===== src/rtl/ifu_pkg.sv =====
// ifu_pkg: shared types and width helpers for the IFU set-associative cache.
//   - offset_width/index_width/tag_width: derive address-field widths from
//     the cache geometry parameters of the instantiating module.
//   - t_ifu_cache_state: miss-handling FSM states.
//   - t_tag_entry: {valid, tag} entry, sized for the default geometry.
package ifu_pkg;

    localparam int DEF_ADDR_WIDTH = 32;
    localparam int DEF_LINE_WIDTH = 128;
    localparam int DEF_NUM_SETS   = 4;

    // Byte-offset bits inside one line.
    function automatic int offset_width(input int line_width);
        return $clog2(line_width / 8);
    endfunction

    // Set-index bits.
    function automatic int index_width(input int num_sets);
        return $clog2(num_sets);
    endfunction

    // Tag bits left after index and offset are removed.
    function automatic int tag_width(input int addr_width, input int line_width,
                                     input int num_sets);
        return addr_width - index_width(num_sets) - offset_width(line_width);
    endfunction

    localparam int DEF_OFFSET_WIDTH = offset_width(DEF_LINE_WIDTH);
    localparam int DEF_INDEX_WIDTH  = index_width(DEF_NUM_SETS);
    localparam int DEF_TAG_WIDTH    = tag_width(DEF_ADDR_WIDTH, DEF_LINE_WIDTH, DEF_NUM_SETS);

    typedef enum logic [1:0] {
        IDLE      = 2'd0,
        MISS_REQ  = 2'd1,
        MISS_WAIT = 2'd2,
        RESPOND   = 2'd3
    } t_ifu_cache_state;

    typedef struct packed {
        logic                     valid;
        logic [DEF_TAG_WIDTH-1:0] tag;
    } t_tag_entry;

endpackage


===== src/rtl/ifu_plru_tree.sv =====
// ifu_plru_tree: combinational tree-PLRU helper for one set.
//   tree       in  NUM_WAYS-1 bits, node i has children 2i+1 / 2i+2,
//                  bit 0 = victim is in the left subtree
//   access_way in  way being hit or filled
//   victim     out way the current tree points at
//   next_tree  out tree after touching access_way (path points away from it)
module ifu_plru_tree #(
    parameter int NUM_WAYS = 4
) (
    input  logic [NUM_WAYS-2:0]         tree,
    input  logic [$clog2(NUM_WAYS)-1:0] access_way,
    output logic [$clog2(NUM_WAYS)-1:0] victim,
    output logic [NUM_WAYS-2:0]         next_tree
);

    localparam int WAY_WIDTH = $clog2(NUM_WAYS);

    // Walk from the root following the stored bits; each bit is one victim-index bit, MSB first.
    always_comb begin
        int   node_s;
        logic bit_s;
        victim = '0;
        node_s = 0;
        bit_s  = 1'b0;
        for (int l = 0; l < WAY_WIDTH; l++) begin
            bit_s = 1'b0;
            for (int n = 0; n < NUM_WAYS - 1; n++) begin
                if (n == node_s) begin
                    bit_s = tree[n];
                end else begin
                    bit_s = bit_s;
                end
            end
            victim = (victim << 1) | WAY_WIDTH'(bit_s);
            node_s = 2 * node_s + 1 + int'(bit_s);
        end
    end

    // Node on level l of the path to way w is (2^l - 1) + (w >> (WAY_WIDTH - l)).
    always_comb begin
        next_tree = tree;
        for (int l = 0; l < WAY_WIDTH; l++) begin
            for (int n = 0; n < NUM_WAYS - 1; n++) begin
                if (n == (1 << l) - 1 + int'(access_way >> (WAY_WIDTH - l))) begin
                    next_tree[n] = ~access_way[WAY_WIDTH-1-l];
                end else begin
                    next_tree[n] = next_tree[n];
                end
            end
        end
    end

endmodule


===== src/rtl/ifu_sa_cache.sv =====
// ifu_sa_cache: N-way set-associative instruction cache with per-set
// tree-PLRU replacement and one blocking outstanding miss.
//   Clock/Rst_n               clock, asynchronous active-low reset
//   cpu_req*/cpu_rsp*         fetch request (valid/ready) and one-cycle response
//   mem_req*/mem_rsp*         line-fill request (valid/ready) and fill data
//   flushIn                   invalidate whole cache (deferred until IDLE)
//   hitStatusOut              last accepted request hit
module ifu_sa_cache
    import ifu_pkg::*;
#(
    parameter int ADDR_WIDTH = 32,
    parameter int LINE_WIDTH = 128,
    parameter int NUM_WAYS   = 4,
    parameter int NUM_SETS   = 4
) (
    input  logic                                          Clock,
    input  logic                                          Rst_n,
    input  logic                                          cpu_reqValidIn,
    input  logic [ADDR_WIDTH-1:0]                         cpu_reqAddrIn,
    output logic                                          cpu_reqReadyOut,
    output logic                                          cpu_rspValidOut,
    output logic [ADDR_WIDTH-1:0]                         cpu_rspAddrOut,
    output logic [LINE_WIDTH-1:0]                         cpu_rspInsLineOut,
    output logic                                          mem_reqValidOut,
    output logic [ADDR_WIDTH-offset_width(LINE_WIDTH)-1:0] mem_reqTagOut,
    input  logic                                          mem_reqReadyIn,
    input  logic                                          mem_rspValidIn,
    input  logic [ADDR_WIDTH-offset_width(LINE_WIDTH)-1:0] mem_rspTagIn,
    input  logic [LINE_WIDTH-1:0]                         mem_rspInsLineIn,
    input  logic                                          flushIn,
    output logic                                          hitStatusOut
);

    localparam int OFFSET_WIDTH = offset_width(LINE_WIDTH);
    localparam int INDEX_WIDTH  = index_width(NUM_SETS);
    localparam int TAG_WIDTH    = tag_width(ADDR_WIDTH, LINE_WIDTH, NUM_SETS);
    localparam int LADDR_WIDTH  = ADDR_WIDTH - OFFSET_WIDTH;
    localparam int WAY_WIDTH    = $clog2(NUM_WAYS);
    localparam int TREE_WIDTH   = NUM_WAYS - 1;

    t_ifu_cache_state state_r, state_next_s;

    logic [NUM_SETS-1:0][NUM_WAYS-1:0]   valid_r;
    logic [NUM_SETS-1:0][TREE_WIDTH-1:0] plru_r;
    logic [TAG_WIDTH-1:0]                tag_mem_r  [NUM_SETS][NUM_WAYS];
    logic [LINE_WIDTH-1:0]               data_mem_r [NUM_SETS][NUM_WAYS];

    logic [ADDR_WIDTH-1:0] miss_addr_r, rsp_addr_r;
    logic [LINE_WIDTH-1:0] rsp_line_r;
    logic                  rsp_valid_r, hit_status_r, flush_pending_r;

    logic [INDEX_WIDTH-1:0] req_idx_s, miss_idx_s, sel_idx_s;
    logic [TAG_WIDTH-1:0]   req_tag_s, miss_tag_s;
    logic [LADDR_WIDTH-1:0] miss_laddr_s;
    logic [NUM_WAYS-1:0]    hit_vec_s;
    logic [WAY_WIDTH-1:0]   hit_way_s, fill_way_s, victim_s, access_way_s;
    logic [TREE_WIDTH-1:0]  tree_s, tree_next_s;
    logic                   hit_s, idle_s, ready_s, accept_s, fill_s, flush_now_s;

    assign req_idx_s    = cpu_reqAddrIn[OFFSET_WIDTH +: INDEX_WIDTH];
    assign req_tag_s    = cpu_reqAddrIn[ADDR_WIDTH-1 -: TAG_WIDTH];
    assign miss_idx_s   = miss_addr_r[OFFSET_WIDTH +: INDEX_WIDTH];
    assign miss_tag_s   = miss_addr_r[ADDR_WIDTH-1 -: TAG_WIDTH];
    assign miss_laddr_s = miss_addr_r[ADDR_WIDTH-1:OFFSET_WIDTH];

    assign idle_s      = (state_r == IDLE);
    assign ready_s     = idle_s && !flush_pending_r && !flushIn;
    assign accept_s    = ready_s && cpu_reqValidIn;
    assign fill_s      = (state_r == MISS_WAIT) && mem_rspValidIn && (mem_rspTagIn == miss_laddr_s);
    // Ready is low whenever this fires, so a flush never races an accept.
    assign flush_now_s = idle_s && (flush_pending_r || flushIn);
    assign hit_s       = |hit_vec_s;

    // Tag compare across all ways of the requested set; lowest matching way wins.
    always_comb begin
        hit_vec_s = '0;
        hit_way_s = '0;
        for (int w = 0; w < NUM_WAYS; w++) begin
            hit_vec_s[w] = valid_r[req_idx_s][w] && (tag_mem_r[req_idx_s][w] == req_tag_s);
        end
        for (int w = NUM_WAYS - 1; w >= 0; w--) begin
            if (hit_vec_s[w]) begin
                hit_way_s = WAY_WIDTH'(w);
            end else begin
                hit_way_s = hit_way_s;
            end
        end
    end

    // Fill way: lowest-index invalid way of the miss set, otherwise the PLRU victim.
    always_comb begin
        fill_way_s = victim_s;
        for (int w = NUM_WAYS - 1; w >= 0; w--) begin
            if (!valid_r[miss_idx_s][w]) begin
                fill_way_s = WAY_WIDTH'(w);
            end else begin
                fill_way_s = fill_way_s;
            end
        end
    end

    // The single PLRU helper looks at the request set in IDLE and the miss set otherwise.
    always_comb begin
        if (idle_s) begin
            sel_idx_s    = req_idx_s;
            access_way_s = hit_way_s;
        end else begin
            sel_idx_s    = miss_idx_s;
            access_way_s = fill_way_s;
        end
        tree_s = plru_r[sel_idx_s];
    end

    ifu_plru_tree #(
        .NUM_WAYS (NUM_WAYS)
    ) u_plru (
        .tree       (tree_s),
        .access_way (access_way_s),
        .victim     (victim_s),
        .next_tree  (tree_next_s)
    );

    // FSM next-state logic.
    always_comb begin
        state_next_s = state_r;
        case (state_r)
            IDLE: begin
                if (accept_s && !hit_s) begin
                    state_next_s = MISS_REQ;
                end else begin
                    state_next_s = IDLE;
                end
            end
            MISS_REQ: begin
                if (mem_reqReadyIn) begin
                    state_next_s = MISS_WAIT;
                end else begin
                    state_next_s = MISS_REQ;
                end
            end
            MISS_WAIT: begin
                if (fill_s) begin
                    state_next_s = RESPOND;
                end else begin
                    state_next_s = MISS_WAIT;
                end
            end
            RESPOND:  state_next_s = IDLE;
            default:  state_next_s = IDLE;
        endcase
    end

    // FSM state register.
    always_ff @(posedge Clock or negedge Rst_n) begin
        if (!Rst_n) begin
            state_r <= IDLE;
        end else begin
            state_r <= state_next_s;
        end
    end

    // Flush request remembered while a miss is in flight.
    always_ff @(posedge Clock or negedge Rst_n) begin
        if (!Rst_n) begin
            flush_pending_r <= 1'b0;
        end else if (flush_now_s) begin
            flush_pending_r <= 1'b0;
        end else if (!idle_s && flushIn) begin
            flush_pending_r <= 1'b1;
        end
    end

    // Valid bits, PLRU trees, miss latch and the registered CPU response.
    always_ff @(posedge Clock or negedge Rst_n) begin
        if (!Rst_n) begin
            valid_r      <= '0;
            plru_r       <= '0;
            miss_addr_r  <= '0;
            rsp_addr_r   <= '0;
            rsp_line_r   <= '0;
            rsp_valid_r  <= 1'b0;
            hit_status_r <= 1'b0;
        end else begin
            rsp_valid_r <= 1'b0;
            if (flush_now_s) begin
                valid_r <= '0;
                plru_r  <= '0;
            end else if (accept_s) begin
                hit_status_r <= hit_s;
                if (hit_s) begin
                    rsp_valid_r       <= 1'b1;
                    rsp_addr_r        <= cpu_reqAddrIn;
                    rsp_line_r        <= data_mem_r[req_idx_s][hit_way_s];
                    plru_r[req_idx_s] <= tree_next_s;
                end else begin
                    miss_addr_r <= cpu_reqAddrIn;
                end
            end else if (fill_s) begin
                valid_r[miss_idx_s][fill_way_s] <= 1'b1;
                plru_r[miss_idx_s]              <= tree_next_s;
                rsp_valid_r                     <= 1'b1;
                rsp_addr_r                      <= miss_addr_r;
                rsp_line_r                      <= mem_rspInsLineIn;
            end
        end
    end

    // Tag and data arrays: written on fill only, no reset (valid bits guard them).
    always_ff @(posedge Clock) begin
        if (fill_s) begin
            tag_mem_r[miss_idx_s][fill_way_s]  <= miss_tag_s;
            data_mem_r[miss_idx_s][fill_way_s] <= mem_rspInsLineIn;
        end
    end

    assign cpu_reqReadyOut   = ready_s;
    assign cpu_rspValidOut   = rsp_valid_r;
    assign cpu_rspAddrOut    = rsp_addr_r;
    assign cpu_rspInsLineOut = rsp_line_r;
    // Decoded from the state register so it falls as soon as Rst_n asserts.
    assign mem_reqValidOut   = (state_r == MISS_REQ);
    assign mem_reqTagOut     = miss_laddr_s;
    assign hitStatusOut      = hit_status_r;

endmodule


===== config.mk =====
export PLATFORM = sky130hd
export DESIGN_NAME = ifu_sa_cache
export DESIGN_NICKNAME = d
export VERILOG_FILES = /design/src/rtl/ifu_pkg.sv /design/src/rtl/ifu_plru_tree.sv /design/src/rtl/ifu_sa_cache.sv
export SDC_FILE = /design/constraint.sdc
export NUM_CORES = 2
export LEC_CHECK = 0
export BUFFER_PORTS_ARGS = -buffer_cell sky130_fd_sc_hd__buf_2
export CORE_ASPECT_RATIO = 0.75
export CORE_UTILIZATION = 50
export CTS_BUF_LIST = sky130_fd_sc_hd__clkbuf_4 sky130_fd_sc_hd__clkbuf_8
export DETAILED_ROUTE_END_ITERATION = 16
export PLACE_DENSITY = 0.67
export SLEW_MARGIN = 20
export SYNTH_ARGS = -nofsm -noshare
export SYNTH_HDL_FRONTEND = slang
export SYNTH_SLANG_ARGS = --single-unit

===== constraint.sdc =====
create_clock -name Clock -period 29.7 [get_ports Clock]
set_clock_uncertainty 0.05 [all_clocks]
set_input_delay 1.485 -clock Clock [delete_from_list [all_inputs] [get_ports Clock]]
set_output_delay 1.485 -clock Clock [all_outputs]
set_load 0.01 [all_outputs]

Word level (Yosys, flattened, before mapping)
Memories as Yosys holds them, arrays and structs flattened.
Cells that the tools add are included.
{"block": "totals", "input_bits": 194, "mem_count": 2, "ramBits": 2464, "out_inout_bits": 192, "ff_bits": 225}
{"name": "data_mem_r", "words": 4, "word_bits": 512, "rd": 1, "rd_clocked_by_memory_dff": 0, "write_ports": 1, "line": "ifu_sa_cache.sv:46", "text": "logic [LINE_WIDTH-1:0] data_mem_r [NUM_SETS][NUM_WAYS];"}
{"name": "tag_mem_r", "words": 4, "word_bits": 104, "rd": 1, "rd_clocked_by_memory_dff": 0, "write_ports": 1, "line": "ifu_sa_cache.sv:45", "text": "logic [TAG_WIDTH-1:0] tag_mem_r [NUM_SETS][NUM_WAYS];"}
{"block": "op_classes", "order_cmp": 10, "n_addsub": 2, "n_reduce_logical": 34, "bitwise_logic": 8, "n_eq_ne": 15, "mux": 64}
{"op": "2-to-1 mux 128 bit", "count": 6}
{"op": "2-to-1 mux 512 bit", "count": 1}
{"op": "binary-select mux 128 bit (select 2 bit)", "count": 1}
{"op": "demux 128 bit (select 2 bit)", "count": 1}
{"op": "== test 26 bit", "count": 4}
{"op": "2-to-1 mux 104 bit", "count": 1}
{"op": "2-to-1 mux 32 bit", "count": 3}
{"op": "== test 2 x 32 -> 1 bit, first input constant", "count": 2}
{"op": "logical NOT 32 bit", "count": 2}
{"op": "demux 26 bit (select 2 bit)", "count": 1}
{"op": "2-to-1 mux 12 bit", "count": 4}
{"op": "2-to-1 mux 16 bit", "count": 3}
{"op": "== test 3 x 32 -> 1 bit, first input constant", "count": 1}
{"op": "== test 28 bit", "count": 1}
{"op": "2-to-1 mux 26 bit", "count": 1}
{"op": "bitwise mux 12 bit", "count": 2}
{"op": "2-to-1 mux 2 bit", "count": 11}
{"op": "binary-select mux 4 bit (select 2 bit)", "count": 2}
{"op": "logical AND 1 bit", "count": 16}
{"op": "bitwise OR 16 bit", "count": 1}
{"op": "2-to-1 mux 1 bit", "count": 15}
{"op": "demux 3 bit (select 2 bit)", "count": 2}
{"op": "< comparator 2 x 3 -> 1 bit, second input constant", "count": 4}
{"op": "2-to-1 mux 4 bit", "count": 3}
{"op": "26 further kinds", "count": 45}

Logic depth before layout (Yosys ltp)
{"block": "logic_depth", "ltp_word": 24, "depth_mapped": 19}

Cells and area by module
A second synthesis with hierarchy kept.
{"block": "hier_totals", "cells_unflattened": 5259, "hier_area_um2": 104805.5}
{"module": "ifu_sa_cache", "area_each_um2": 104763.0, "n_inst": 1, "cells_per_inst": 5251}
{"module": "ifu_plru_tree", "area_each_um2": 42.5, "n_inst": 1, "cells_per_inst": 8}

Least setup slack after synthesis
OpenSTA, ideal clock, no wires.
{"block": "synth_timing", "kind": "in2reg", "from": "input port cpu_reqAddrIn[4]", "to": "memory data_mem_r[0][256] (netlist name) (enable)", "n_path_buf": 6, "setup_ns": 0.686, "t_required_ns": 28.964, "cell_stages": 12, "slack_ns": 18.041, "arrival_time_ns": 10.923, "path_cell_list": "buf_6 -> buf_6 -> buf_4 -> buf_6 -> buf_4 -> mux2i_1 -> mux4_2 -> o211ai_1 -> and3_1 -> clkbuf_1 -> nor2b_1 -> nor2b_1"}
{"block": "synth_via", "elab_chain_len": 19, "word_cells_on_any_way": 22, "classes_between": "add/sub (1); order compare (2); eq/ne (2); mux (13); bitwise (2); reduce/logical (2)"}
{"item": "start: declaration", "line": "ifu_sa_cache.sv:19", "text": "input logic [ADDR_WIDTH-1:0] cpu_reqAddrIn,"}
{"item": "2-to-1 mux 2 bit (*)", "line": "ifu_sa_cache.sv:104", "text": "if (idle_s) begin"}
{"item": "binary-select mux 3 bit (select 2 bit) (*)", "line": "ifu_sa_cache.sv:111", "text": "tree_s = plru_r[sel_idx_s];"}
{"item": "2-to-1 mux 3 bit (implied by the code) (*)", "line": "ifu_sa_cache.sv:111"}
{"item": "adder 1 x 1 -> 2 bit", "line": "ifu_plru_tree.sv:35", "text": "node_s = 2 * node_s + 1 + int'(bit_s);"}
{"item": "logical NOT 32 bit", "line": "ifu_plru_tree.sv:28", "text": "if (n == node_s) begin"}
{"item": "2-to-1 mux 1 bit (3 in series)", "line": "ifu_plru_tree.sv:28"}
{"item": "bitwise OR 2 x 1 -> 2 bit (*)", "line": "ifu_plru_tree.sv:34", "text": "victim = (victim << 1) | WAY_WIDTH'(bit_s);"}
{"item": "2-to-1 mux 2 bit (*) (4 in series)", "line": "ifu_sa_cache.sv:94", "text": "if (!valid_r[miss_idx_s][w]) begin"}
{"item": "NOT 2 -> 3 bit (implied by the code) (*)", "line": "ifu_sa_cache.sv:212", "text": "data_mem_r[miss_idx_s][fill_way_s] <= mem_rspInsLineIn;"}
{"item": ">= comparator 3 bit (implied by the code) or < comparator 3 x 1 -> 1 bit (tied branches)", "line": "ifu_sa_cache.sv:212"}
{"item": "logical AND 1 bit (implied by the code)", "line": "ifu_sa_cache.sv:212"}
{"item": "2-to-1 mux 128 bit (implied by the code)", "line": "ifu_sa_cache.sv:212"}
{"item": "demux 128 bit (select 2 bit) (*)", "line": "ifu_sa_cache.sv:212"}
{"item": "2-to-1 mux 512 bit (implied by the code) (*)", "line": "ifu_sa_cache.sv:212"}
{"item": "end: declaration", "line": "ifu_sa_cache.sv:46"}
Mark *: on every way between the ends. The rest lies on a longest branch, timed or not. The select of a mux whose other input is x is not followed.

Final worst setup path
{"block": "layout_timing", "from": "input port cpu_reqAddrIn[4]", "to": "register rsp_line_r[107] (netlist: cpu_rspInsLineOut[107])"}
{"block": "layout_via", "elab_chain_len": 13, "word_cells_on_any_way": 25, "classes_between": "eq/ne (5); mux (11); bitwise (1); reduce/logical (6); memory (2)"}
{"item": "memory (4 x 104 bit) or binary-select mux 4 bit (select 2 bit) (tied branches)"}
{"item": "== test 26 bit or 2-to-1 mux 4 bit (tied branches)", "line": "ifu_sa_cache.sv:79", "text": "hit_vec_s[w] = valid_r[req_idx_s][w] && (tag_mem_r[req_idx_s][w] == req_tag_s);"}
{"item": "logical AND 1 bit", "line": "ifu_sa_cache.sv:79"}
{"item": "2-to-1 mux 2 bit (4 in series)", "line": "ifu_sa_cache.sv:82", "text": "if (hit_vec_s[w]) begin"}
{"item": "NOT 2 -> 3 bit (implied by the code)", "line": "ifu_sa_cache.sv:193", "text": "rsp_line_r <= data_mem_r[req_idx_s][hit_way_s];"}
{"item": "binary-select mux 128 bit (select 2 bit)", "line": "ifu_sa_cache.sv:193"}
{"item": "2-to-1 mux 128 bit (implied by the code) (2 in series)", "line": "ifu_sa_cache.sv:193"}
{"item": "2-to-1 mux 128 bit", "line": "ifu_sa_cache.sv:190", "text": "if (hit_s) begin"}
{"item": "2-to-1 mux 128 bit", "line": "ifu_sa_cache.sv:188", "text": "end else if (accept_s) begin"}
{"item": "end signal: assignment", "line": "ifu_sa_cache.sv:193"}
{"item": "end signal: assignment", "line": "ifu_sa_cache.sv:203", "text": "rsp_line_r <= mem_rspInsLineIn;"}
{"item": "end: declaration", "line": "ifu_sa_cache.sv:49", "text": "logic [LINE_WIDTH-1:0] rsp_line_r;"}
Several ways; a longest one is shown, not always the timed one. The select of a mux whose other input is x is not followed.
A chain may end at the register's enable or synchronous reset.

==> impl_metrics.ini <==
[min_path]
min_path_cells = 1
whs_endpoint = plru_r[1]
min_from = plru_r[1]
hold_class = register to register

[clock_network]
cts_root_buf = clkbuf_8
cts_buffers = 409
post_cts_buffers = 0
cts_hold_buffers = 0
clock_latency_ns = 0.98
cts_tree = done
cts.repair.resized = 0
h-tree-depth = 5
cts.sinks = 2689
path_clk_slew_ns = 0.06
clk_path_buf_depth = 4

[finish]
finalNetCount = 5839
seqCellArea_mm2 = 0.0796
drive_gt1_share_pct = 30.6
area_delta_synth_final_pct = 12.7
post_layout_nonfiller_instances = 8793
layout_commonest_cell = edfxtp_1
final_cell_mix = edfxtp_1 (2,464), mux4_2 (583), clkbuf_8 (464), buf_2 (382), mux2i_1 (353)
multi_input_area_mm2 = 0.0236
fillers = 15500

[worst_setup_path]
crit_arrival_ns = 9.15
cpMaxStageDelayCell = buf_4
cp.required_ns = 30.46
cp-end-kind = register
critPathBufInv = 6
r2r-end = data_mem_r[3][296]
rr_startpoint = state_r[0]
crit_path_cell_trace = buf_8 > buf_4 > buf_4 > buf_12 > mux2i_1 > xnor2_1 > o21ai_0 > nand4_1 > or4_1 > a211o_1 > a21oi_2 > nand2b_4 > buf_4 > buf_4 > o21ai_0 > o22a_1
timing.critical_path.mode_cell = buf_4
cp-start-kind = primary input
r2r_setup_slack_ns = 22.68
critPathKind = primary input to register
cpLargestDelayFamily = buffers and inverters
reg2regPathDepth = 10
critPathMaxStageDelay_ns = 0.89
cp_max_fo = 100

[place]
io_buffers = 385
dpl_worst_slack_ns = 20.08
placed_cells = 8025
routabilityCongestion = 0.842
dpl.hpwl_um = 133000

[timing]
max_slew_margin_pct = 24.1
slew_viol_final = 0
timing.setup.tns_ns = 0
fmax_ghz = 0.119
setup_viol = 0
fin_crit_sh_pct = 28.2
post-route-min-period_ns = 8.39
rsz0062_at_grt = false
finalWorstSetupSlack_ns = 21.31
worstMarginPinSlew_ns = 1.14
timing.final.hold_violations = 0

[global_route]
grt_remaining_overflow = 0
grt_pass1_vias = 53700
track_usage_pct = 24.7
grt_pass1_wl_um = 377000
grt_antenna_before_repair = 58
grt_max_degree = 138

[logic_synthesis]
ys.flop_type = edfxtp_1
ys_types = 65
yosysWarnings = 0
netlist_instances = 5080
yosysSeqAreaShare_pct = 76.0
synth-edff-count = 2464
syn_avg_cell_area_um2 = 20.6
syn_nets = 5274
synth_area_mm2 = 0.105
async_reset_ff_share_pct = 8.37
ys_ff_latch = 2689

[routing]
drc = 0
vias = 53200
antenna_left = 0
drt_pass1_iterations = 6
drt_iter0_markers = 5466
avgRoutedWirePerCell_um = 29.9
routed_wl_um = 262000
viasPerCell = 6.05

[floorplanning]
start_util_pct = 50.3
ios = 386
die_area_mm2 = 0.211
rows = 145
die_h_um = 398
dieWidth_um = 531
core_area_mm2 = 0.208

[power_and_ir_drop]
power.density_mw_per_mm2 = 67.8
p_leak_nw = 41.2
ir_drop_v = 0.0000463

[job]
maxCapViolations = 0

[run_status]
status = complete, no violations
==> state kept, by name, summed over array words and instances, names as in the netlist, named ones only <==
register	count
hitStatusOut	1
cpu_rspAddrOut	32
data_mem_r	2048
tag_mem_r	416
plru_r	12
miss_addr_r	32
cpu_rspValidOut	1
state_r	1
flush_pending_r	1
valid_r	16
cpu_rspInsLineOut	128
==> kinds of logic after synthesis <==
kind of cell	synth area share [%]
flops	76.0
mux	16.4
simple gates	1.66
xor+xnor	0.928
buf+inv	1.69
compound gates	3.39
==> metal layers <==
| layer | global-route usage, % | part of all wire (%) | vias up |
|---|---|---|---|
| met5 | 0 | 0.10 | - |
| met4 | 6.51 | 2.2 | 44 |
| met3 | 4.81 | 7.9 | 464 |
| met2 | 39.0 | 48 | 2255 |
| met1 | 35.6 | 42 | 28400 |
| li1 | - | - | 22000 |
==> worst max path at each step <==
stage	from	to	slack, ns	depth (start not counted)
2_1_floorplan	cpu_reqAddrIn[4]	data_mem_r[0][256]	18.04	12
3_3_place_gp	cpu_reqAddrIn[4]	cpu_rspInsLineOut[7]	20.14	16
3_5_place_dp	cpu_reqAddrIn[4]	cpu_rspInsLineOut[85]	20.08	16
4_1_cts	cpu_reqAddrIn[4]	cpu_rspInsLineOut[107]	21.08	16
5_1_grt	cpu_reqAddrIn[4]	cpu_rspInsLineOut[107]	20.89	16
6_report	cpu_reqAddrIn[4]	cpu_rspInsLineOut[107]	21.31	16
==> cell usage after synthesis, types with 9 or more instances <==
cell / n / area (um2)
clkbuf_1: 201 / 754
nand4_1: 17 / 106
nand2_1: 230 / 863
o21ai_0: 252 / 1260
buf_1: 12 / 45.0
mux2i_1: 353 / 3530
nor4_1: 13 / 81.3
dfrtp_1: 225 / 5630
a31oi_1: 39 / 244
edfxtp_1: 2464 / 74000
nor2b_1: 13 / 81.3
xnor2_1: 84 / 736
nand2b_1: 9 / 56.3
o22a_1: 129 / 1130
o21ai_1: 19 / 95.1
a21oi_1: 37 / 185
nor2_1: 93 / 349
mux2_2: 41 / 462
buf_2: 21 / 105
buf_6: 36 / 405
clkbuf_2: 9 / 45.0
mux4_2: 583 / 13100
xor2_1: 27 / 236
buf_4: 46 / 345
inv_1: 16 / 60.1
==> layout make-up <==
class | count | area share [%]
Multi-Input combinational cell | 2048 | 20.0
Inverter | 18 | 0.0572
Timing Repair Buffer | 479 | 2.44
Tap cell | 2793 | 2.96
Clock inverter | 119 | 0.611
Sequential cell | 2689 | 67.4
Clock buffer | 634 | 6.49
Antenna cell | 13 | 0.0276
==> worst register-to-register path: cells and delay by family (launching register included) <==
kind	cells	cell delay, ns
simple gates	4	1.91
compound gates	1	0.48
flops	1	0.40
mux	2	1.04
buf+inv	3	2.68
==> per-stage QoR <==
stage / cell area [um2] / hold WS (ns) / power, W / utilization [%]
finish: 118000 / 0.450 / 0.00801 / 56.7
global route: 118000 / 0.473 / 0.00827 / 56.7
CTS: 118000 / 0.425 / 0.00807 / 56.6
detailed placement: 110000 / 0.437 / 0.00499 / 52.6
global placement: 110000 / 0.430 / 0.00497 / 52.6
floorplan: 105000 / 0.401 / 0.00472 / -
==> where the power goes <==
group | leakage [nW] | internal [W] | total (W) | switching (W)
registers | 25.2 | 0.00425 | 0.00434 | 0.0000938
logic | 11.5 | 0.000198 | 0.000568 | 0.000370
clock network | 4.49 | 0.00169 | 0.00310 | 0.00141
Note: power is estimated with default switching activity, not from simulation.
